[config.mk]
export PLATFORM = sky130hd
export DESIGN_NAME = sr164_load_ctrl
export DESIGN_NICKNAME = d
export VERILOG_FILES = /design/src/rtl/sr164_pkg.sv /design/src/rtl/sr164_rr_arb.sv /design/src/rtl/sr164_load_ctrl.sv
export SDC_FILE = /design/constraint.sdc
export NUM_CORES = 1
export LEC_CHECK = 0
export CAP_MARGIN = 20
export CELL_PAD_IN_SITES_DETAIL_PLACEMENT = 1
export CELL_PAD_IN_SITES_GLOBAL_PLACEMENT = 1
export CORE_MARGIN = 2
export CORE_UTILIZATION = 37
export CTS_CLUSTER_SIZE = 25
export DETAILED_ROUTE_END_ITERATION = 16
export GPL_TIMING_DRIVEN = 0
export HOLD_SLACK_MARGIN = 0.15
export PLACE_DENSITY_LB_ADDON = 0.1
export RECOVER_POWER = 100
export SLEW_MARGIN = 15
export SYNTH_ARGS = -nofsm -noshare
export SYNTH_HDL_FRONTEND = slang
export SYNTH_SLANG_ARGS = --single-unit
[constraint.sdc]
create_clock -name clk -period 2.1 [get_ports clk]
set_input_delay 0.315 -clock clk [delete_from_list [all_inputs] [get_ports clk]]
set_output_delay 0.315 -clock clk [all_outputs]
set_load 0.005 [all_outputs]
[src/rtl/sr164_pkg.sv]
// Shared constants and width helpers for the 74164 chain load controller.
package sr164_pkg;

    typedef logic [1:0] state_t;

    localparam state_t ST_IDLE  = 2'd0;
    localparam state_t ST_CLEAR = 2'd1;
    localparam state_t ST_SHIFT = 2'd2;
    localparam state_t ST_DONE  = 2'd3;

    function automatic int chain_bits(input int chain_bytes);
        return 8 * chain_bytes;
    endfunction

    function automatic int id_width(input int num_req);
        return (num_req > 1) ? $clog2(num_req) : 1;
    endfunction

    function automatic int bit_cnt_width(input int n);
        return $clog2(n + 1);
    endfunction

    // Guarded so an illegal CLK_DIV still elaborates far enough to hit the range check.
    function automatic int phase_width(input int clk_div);
        return (clk_div >= 1) ? $clog2(2 * clk_div) : 1;
    endfunction

endpackage

[src/rtl/sr164_rr_arb.sv]
// Round-robin arbiter: combinational grant from the valid vector, pointer advances past each accepted index.
module sr164_rr_arb
    import sr164_pkg::*;
#(
    parameter  int NUM_REQ = 2,
    localparam int IDW     = id_width(NUM_REQ)
) (
    input  logic               clk,
    input  logic               clr_n,
    input  logic [NUM_REQ-1:0] valid,
    input  logic               accept,
    output logic               any,
    output logic [NUM_REQ-1:0] grant,
    output logic [IDW-1:0]     grant_id
);

    logic [IDW-1:0] ptr_reg;
    logic [IDW-1:0] ptr_next;

    // First pass searches from the pointer upward, second pass wraps to the low indices.
    always_comb begin
        any      = 1'b0;
        grant_id = '0;
        for (int i = 0; i < NUM_REQ; i++) begin
            if (!any && valid[i] && (i >= int'(ptr_reg))) begin
                any      = 1'b1;
                grant_id = IDW'(i);
            end
        end
        for (int i = 0; i < NUM_REQ; i++) begin
            if (!any && valid[i]) begin
                any      = 1'b1;
                grant_id = IDW'(i);
            end
        end
    end

    genvar gi;
    for (gi = 0; gi < NUM_REQ; gi++) begin : g_grant
        assign grant[gi] = any && (grant_id == IDW'(gi));
    end

    always_comb begin
        ptr_next = ptr_reg;
        if (accept) begin
            ptr_next = (int'(grant_id) == NUM_REQ - 1) ? '0 : grant_id + IDW'(1);
        end
    end

    always_ff @(posedge clk or negedge clr_n) begin
        if (!clr_n) begin
            ptr_reg <= '0;
        end else begin
            ptr_reg <= ptr_next;
        end
    end

endmodule

[src/rtl/sr164_load_ctrl.sv]
// Loads parallel words from several requesters into a cascaded 74164 chain, MSB first,
// with an optional chain clear ahead of the shift.
module sr164_load_ctrl
    import sr164_pkg::*;
#(
    parameter  int NUM_REQ     = 2,
    parameter  int CHAIN_BYTES = 1,
    parameter  int CLK_DIV     = 4,
    localparam int N           = chain_bits(CHAIN_BYTES),
    localparam int IDW         = id_width(NUM_REQ)
) (
    input  logic                 clk,
    input  logic                 clr_n,
    input  logic [NUM_REQ-1:0]   req_valid,
    input  logic [NUM_REQ-1:0]   req_clear,
    input  logic [NUM_REQ*N-1:0] req_data,
    output logic [NUM_REQ-1:0]   req_ready,
    output logic                 sr_clk,
    output logic                 sr_a,
    output logic                 sr_b,
    output logic                 sr_clr_n,
    output logic                 busy,
    output logic                 done,
    output logic [IDW-1:0]       done_id
);

    localparam int BW = bit_cnt_width(N);
    localparam int PW = phase_width(CLK_DIV);

    localparam logic [PW-1:0] CLEAR_LAST = PW'(CLK_DIV - 1);
    localparam logic [PW-1:0] PHASE_LAST = PW'(2 * CLK_DIV - 1);
    localparam logic [PW-1:0] RISE_PHASE = PW'(CLK_DIV);
    localparam logic [BW-1:0] BIT_LAST   = BW'(N - 1);

    if (CLK_DIV < 1) begin : g_bad_clk_div
        $error("sr164_load_ctrl: CLK_DIV must be >= 1");
    end
    if (NUM_REQ < 1) begin : g_bad_num_req
        $error("sr164_load_ctrl: NUM_REQ must be >= 1");
    end

    state_t         state_reg, state_next;
    logic [PW-1:0]  phase_reg, phase_next;
    logic [BW-1:0]  bit_reg, bit_next;
    logic [N-1:0]   word_reg, word_next;
    logic [IDW-1:0] id_reg, id_next;
    logic           sr_clk_reg, sr_a_reg, sr_clr_n_reg, done_reg;

    logic               any_valid;
    logic               accept;
    logic [NUM_REQ-1:0] grant;
    logic [IDW-1:0]     grant_id;
    logic [N-1:0]       grant_word;
    logic [N-1:0]       req_words [NUM_REQ];

    genvar gi;
    for (gi = 0; gi < NUM_REQ; gi++) begin : g_words
        assign req_words[gi] = req_data[gi*N +: N];
    end

    always_comb begin
        grant_word = '0;
        for (int i = 0; i < NUM_REQ; i++) begin
            if (grant[i]) begin
                grant_word = req_words[i];
            end
        end
    end

    sr164_rr_arb #(
        .NUM_REQ (NUM_REQ)
    ) u_arb (
        .clk      (clk),
        .clr_n    (clr_n),
        .valid    (req_valid),
        .accept   (accept),
        .any      (any_valid),
        .grant    (grant),
        .grant_id (grant_id)
    );

    // sr_clr_n_reg is low only in reset and CLEAR, so it also holds off grants until the first clk after reset.
    assign accept    = (state_reg == ST_IDLE) && sr_clr_n_reg && any_valid;
    assign req_ready = accept ? grant : '0;

    always_comb begin
        state_next = state_reg;
        phase_next = phase_reg;
        bit_next   = bit_reg;
        word_next  = word_reg;
        id_next    = id_reg;
        case (state_reg)
            ST_IDLE: begin
                if (accept) begin
                    word_next  = grant_word;
                    id_next    = grant_id;
                    phase_next = '0;
                    bit_next   = '0;
                    state_next = |(req_clear & grant) ? ST_CLEAR : ST_SHIFT;
                end
            end
            ST_CLEAR: begin
                if (phase_reg == CLEAR_LAST) begin
                    phase_next = '0;
                    state_next = ST_SHIFT;
                end else begin
                    phase_next = phase_reg + PW'(1);
                end
            end
            ST_SHIFT: begin
                if (phase_reg == PHASE_LAST) begin
                    phase_next = '0;
                    word_next  = word_reg << 1;
                    bit_next   = bit_reg + BW'(1);
                    if (bit_reg == BIT_LAST) begin
                        state_next = ST_DONE;
                    end
                end else begin
                    phase_next = phase_reg + PW'(1);
                end
            end
            ST_DONE: begin
                state_next = ST_IDLE;
            end
            default: begin
                state_next = ST_IDLE;
            end
        endcase
    end

    // Chain-facing outputs are registered from the next-state values so they line up with the state they belong to.
    always_ff @(posedge clk or negedge clr_n) begin
        if (!clr_n) begin
            state_reg    <= ST_IDLE;
            phase_reg    <= '0;
            bit_reg      <= '0;
            word_reg     <= '0;
            id_reg       <= '0;
            sr_clk_reg   <= 1'b0;
            sr_a_reg     <= 1'b0;
            sr_clr_n_reg <= 1'b0;
            done_reg     <= 1'b0;
        end else begin
            state_reg    <= state_next;
            phase_reg    <= phase_next;
            bit_reg      <= bit_next;
            word_reg     <= word_next;
            id_reg       <= id_next;
            sr_clk_reg   <= (state_next == ST_SHIFT) && (phase_next >= RISE_PHASE);
            sr_a_reg     <= (state_next == ST_SHIFT) && word_next[N-1];
            sr_clr_n_reg <= (state_next != ST_CLEAR);
            done_reg     <= (state_next == ST_DONE);
        end
    end

    assign sr_clk   = sr_clk_reg;
    assign sr_a     = sr_a_reg;
    assign sr_b     = 1'b1;
    assign sr_clr_n = sr_clr_n_reg;
    assign busy     = (state_reg != ST_IDLE);
    assign done     = done_reg;
    assign done_id  = id_reg;

endmodule

==> flow_summary.toml, run 1 <==
[outcome]
status = "complete, no violations"

[clocking]
clock_path_buffers = 2
cts_tree = "yes"
clk_latency_ns = 0.33
htree_levels = 1
root_buffer = "clkbuf_4"
clk_pin_slew_worst_paths_ns = 0.13
cts_buffers = 3
clock_sinks = 23

[floorplan]
start_util_pct = 38.17
dieArea_um2 = 3899
die_w_um = 62.44
io_pins = 31
core_um2 = 3311
num_rows = 21
die_y_um = 62.44

[sta]
slew_violations = 0
whs_ns = 0.4989
timing.fmax_ghz = 0.4967
rsz0062_at_grt = "false"
relSlewSlack_pct = 15.17
fin_crit_ns = 2.013
skew_ns = 0.01000
setup_slack_ns = 0.08683
setup_viol = 0
hold_viol = 0
period_share_pct = 95.87
tns_ns = 0
tightest_slew_ns = 1.272

[layout]
largest_reg_flops = 8
final_cell_mix = "dfrtp_1 (23), clkdlybuf4s50_1 (20), a21oi_1 (8), a22oi_1 (8), o21ai_0 (8)"
regArea_um2 = 575.6
final_cell_area_um2 = 1677
layout_commonest_cell = "dfrtp_1"
fillerInstances = 393
drive_gt1_share_pct = 15.09
syn2layout_area_growth_pct = 32.67
multi_input_area_um2 = 614.3
layout.nets = 187
antenna_cells = 0

[critical_path]
crit_buf_inv = 3
end_kind = "output port"
arrival_ns = 1.70
criticalPathCategory = "reg -> out"
path_cells = "clkbuf_4 -> nor2_2 -> inv_1 -> clkdlybuf4s50_1"
cpLargestDelayFamily = "buffers and inverters"
crit_path_start_kind = "flip-flop"
cp.required_ns = 1.78
cp_slowest_cell = "dfrtp_1"
critPathMaxFanout = 10
reg2reg_slack_ns = 0.19
max_stage_delay_ns = 0.49

[detailed_routing]
vias = 1096
routed_wl_um = 3394
drt-vias-per-instance = 5.346
drtAntennaViolNets = 0
drc = 0
drt_iter0_drc = 40
wl_per_cell_um = 16.56
first_pass_iters = 4

[synthesis]
syn_nets = 148
netlist_area_um2 = 1264
yosys_most_used_dff = "dfrtp_1"
synth_top_area_cell = "dfrtp_1"
ys_ff_latch = 23
synth_cell_types = 44
synthTopCellsByArea = "dfrtp_1 (46%), ha_1 (5.0%), a32oi_1 (4.9%)"
syn_inst = 121
synthArstFlopShare_pct = 100.0
syn_area_per_cell_um2 = 10.44
synth_edf_count = 0
synth_top_area_share_pct = 45.54
ys_warn_count = 0
seq_area_frac_synth_pct = 45.54

[power_and_ir_drop]
powerDensity_nw_per_um2 = 439.5
p_leak_nw = 0.7489
irDropWorstVdd_v = 0.0002987
power_mw = 0.7369

[grt]
grt_pass1_wl_um = 5844
first_global_vias = 1225
grt_start_max_net_pins = 24
grt_usage_pct = 19.14
grt_antenna_before_repair = 0
grt_overflow = 0

[placement]
place.port_buffers = 29
gp_congestion = 0.7473
placed_area_um2 = 1612
pre_cts_slack_ns = -0.2756
dp_hpwl_um = 2432

[min_path]
hold_path.class = "reg -> reg"

[run]
cap_viol_max_count = 0
==> what timing repair did <==
action                                  CTS  global route
hold buffers                              0             1
pin swaps                                 1             1
endpoints found under the setup margin    3             2
buffers inserted                          4             0
resized for setup                        11             5
hold endpoints to repair                  0            23
==> layer usage <==
metal | track usage [%] | wire (um) | vias up
met5 | 0 | 0 | -
met4 | 6.944 | 48 | 0
met3 | 3.423 | 73 | 5
met2 | 33.20 | 1757 | 13
met1 | 23.82 | 1514 | 555
li1 | - | - | 523
==> area by class of cell <==
class / instances / share of cell area, %
Buffer: 9 / 3.955
Tap cell: 46 / 3.433
Inverter: 6 / 1.343
Multi-Input combinational cell: 83 / 36.64
Clock buffer: 4 / 1.567
Timing Repair Buffer: 34 / 18.73
Sequential cell: 23 / 34.33
==> report_power, final <==
part / switching [mW] / internal, mW / total, mW
sequential: 0 / 0.443 / 0.443
combinational: 0.0326 / 0.0462 / 0.0789
clock: 0.141 / 0.0746 / 0.215
total: 0.173 / 0.564 / 0.737
==> cell families after synthesis <==
| kind of cell | share of synthesized area, % |
|---|---|
| adder cells (fa/ha/maj) | 4.950 |
| AO/OA/AOI/OAI | 25.74 |
| XOR/XNOR | 1.386 |
| other | 0.2967 |
| buffers and inverters | 5.940 |
| flip-flops | 45.54 |
| multiplexers | 2.475 |
| AND/OR/NAND/NOR | 13.66 |
==> stage by stage <==
step | util, % | std cells
2_1_floorplan | - | 121
3_3_place_gp | 48.68 | 196
3_5_place_dp | 48.68 | 196
4_1_cts | 51.13 | 204
5_1_grt | 50.64 | 205
6_report | 50.64 | 205
==> path summary, 6_finish.rpt <==
check,startpoint,end,cells after the start
min in group asynchronous,clr_n,asynchronous set/reset pin,2
min reg2reg,done_id,done_id,1
min,done_id,done_id,1
max,state_reg[1],busy,4
max reg2reg,flip-flop,bit_reg[3],7
max in group asynchronous,clr_n,state_reg[0],2
==> cell usage after synthesis, types with 2 or more instances <==
library cell / count
dfrtp_1: 23
inv_1: 6
buf_2: 3
a22oi_1: 8
xor2_1: 2
ha_1: 5
nand3_1: 3
a32oi_1: 7
a21oi_1: 8
nor2_1: 3
nor2b_1: 2
nand3b_1: 2
mux2i_1: 2
clkbuf_1: 2
a221oi_1: 2
o21ai_0: 8
a31oi_1: 2
buf_4: 2
nand2_1: 6
Note: power is estimated with default switching activity, not from simulation.
==> run 2, diff against run 1 <==
--- a/config.mk
+++ b/config.mk
@@ -5,7 +5,6 @@
 export SDC_FILE = /design/constraint.sdc
 export NUM_CORES = 1
 export LEC_CHECK = 0
-export CAP_MARGIN = 20
 export CELL_PAD_IN_SITES_DETAIL_PLACEMENT = 1
 export CELL_PAD_IN_SITES_GLOBAL_PLACEMENT = 1
 export CORE_MARGIN = 2
@@ -16,7 +15,7 @@
 export HOLD_SLACK_MARGIN = 0.15
 export PLACE_DENSITY_LB_ADDON = 0.1
 export RECOVER_POWER = 100
-export SLEW_MARGIN = 15
+export SLEW_MARGIN = 40
 export SYNTH_ARGS = -nofsm -noshare
 export SYNTH_HDL_FRONTEND = slang
 export SYNTH_SLANG_ARGS = --single-unit
==> run 2 against run 1 <==
- combinational power up 3.5%
- clock power down 3%
- largest cell class unchanged
- power decreased by 0.65%
- highest routed layer unchanged
- critical path depth is 1 higher
==> flow_summary.toml, run 2 (synthesis results as in run 1) <==
[clocking]
clock_path_buffers = 2
clk_pin_slew_worst_paths_ns = 0.13
root_buffer = "clkbuf_4"
cts_tree = "yes"
cts_buffers = 3
htree_levels = 1
clk_latency_ns = 0.32
clock_sinks = 23

[power_and_ir_drop]
p_leak_nw = 0.7929
power_mw = 0.7322
irDropWorstVdd_v = 0.0002675
powerDensity_nw_per_um2 = 424.4

[grt]
grt_pass1_wl_um = 5892
first_global_vias = 1239
grt_usage_pct = 19.26
grt_antenna_before_repair = 0
grt_overflow = 0
grt_start_max_net_pins = 24

[sta]
tightest_slew_ns = 1.287
period_share_pct = 95.47
setup_viol = 0
skew_ns = 0.006623
hold_viol = 0
timing.fmax_ghz = 0.4988
setup_slack_ns = 0.09504
rsz0062_at_grt = "false"
slew_violations = 0
relSlewSlack_pct = 14.21
fin_crit_ns = 2.005

[critical_path]
max_stage_delay_ns = 0.46
arrival_ns = 1.69
criticalPathCategory = "reg -> out"
path_cells = "nor3b_4 -> buf_6 -> buf_4 -> and3_2 -> dlygate4sd2_1"
r2r_cells = 7
critPathLaunch = "state_reg[1]"
cp.required_ns = 1.78
crit_path_start_kind = "flip-flop"
worstSetupEndpoint = "req_ready[1]"
critPathMaxFanout = 4
cp_slowest_cell = "dfrtp_2"
reg2reg_to = "bit_reg[3]"
reg2reg_slack_ns = 0.25
end_kind = "output port"

[run]
cap_viol_max_count = 0

[min_path]
hold_start = "done_id"
hold_path.class = "reg -> reg"

[layout]
antenna_cells = 0
drive_gt1_share_pct = 19.63
syn2layout_area_growth_pct = 36.53
layout.nets = 191
final_cell_area_um2 = 1725
final_cell_mix = "clkdlybuf4s50_1 (25), dfrtp_1 (21), buf_4 (11)"
layout_commonest_cell = "clkdlybuf4s50_1"
largest_reg_flops = 8
fin_cells = 209

[placement]
gp_congestion = 0.7473
dp_hpwl_um = 2435
pre_cts_slack_ns = -0.2796
dp_cells = 196
place.port_buffers = 29
placed_area_um2 = 1607

[detailed_routing]
routed_wl_um = 3456
drc = 0
drt-vias-per-instance = 5.411
wl_per_cell_um = 16.54
drt_iter0_drc = 67
first_pass_iters = 4
vias = 1131
drtAntennaViolNets = 0

[floorplan]
die_w_um = 62.44
num_rows = 21
start_util_pct = 38.17
io_pins = 31
die_y_um = 62.44
dieArea_um2 = 3899
core_um2 = 3311

[outcome]
status = "complete, no violations"
-- run 2: how the worst min path moves through the flow --
stage | end | cells past startpoint | slack, ns
6_report | done_id | 1 | 0.51
5_1_grt | u_arb.ptr_reg | 3 | 0.52
4_1_cts | asynchronous set/reset pin | 2 | 0.51
3_5_place_dp | phase_reg[2] | 1 | 0.33
3_3_place_gp | done_id | 1 | 0.46
2_1_floorplan | asynchronous set/reset pin | 0 | 0.02
-- run 2: final cells by class --
cell class / instances / area [um2]
inverter: 6 / 22.52
tap: 46 / 57.56
buffer: 8 / 57.56
sequential: 23 / 578.1
multi-input combinational: 83 / 621.8
fill: 393 / 1585
clock buffer: 4 / 26.28
timing repair buffer: 39 / 361.6
-- run 2: per-layer routing --
metal	vias to the layer above	global-route usage [%]	share of wire, %
met2	19	31.85	51
met3	6	4.144	2.9
li1	535	-	-
met1	571	24.16	44
met4	0	8.611	1.7
met5	-	0	0
-- run 2: metrics by stage --
stage	hold slack, ns	utilization (%)	TNS (ns)
final	0.5097	52.12	0
after global routing	0.5193	52.12	0
after CTS	0.5130	51.32	0
after detailed placement	0.3311	48.53	-0.5318
after global placement	0.4629	48.68	-0.3969
after floorplan	0.01941	-	0
-- run 2: what timing repair did --
action	CTS	global route
buffers inserted	6	3
hold endpoints to repair	23	0
gates resized for setup	9	3
hold buffers	1	0
setup endpoints to repair	3	3
pin swaps	1	1
-- run 2: power breakdown --
| part | total [mW] | switching, mW | internal (mW) |
|---|---|---|---|
| Clock | 0.208 | 0.133 | 0.0743 |
| Sequential | 0.443 | 0 | 0.443 |
| Combinational | 0.0817 | 0.0334 | 0.0484 |
-- run 2: worst max-delay path, delay by kind of cell (launching register included) --
| family | cells | cell delay [ns] |
|---|---|---|
| buffers and inverters | 3 | 0.48 |
| flip-flops | 1 | 0.46 |
| AND/OR/NAND/NOR | 2 | 0.42 |
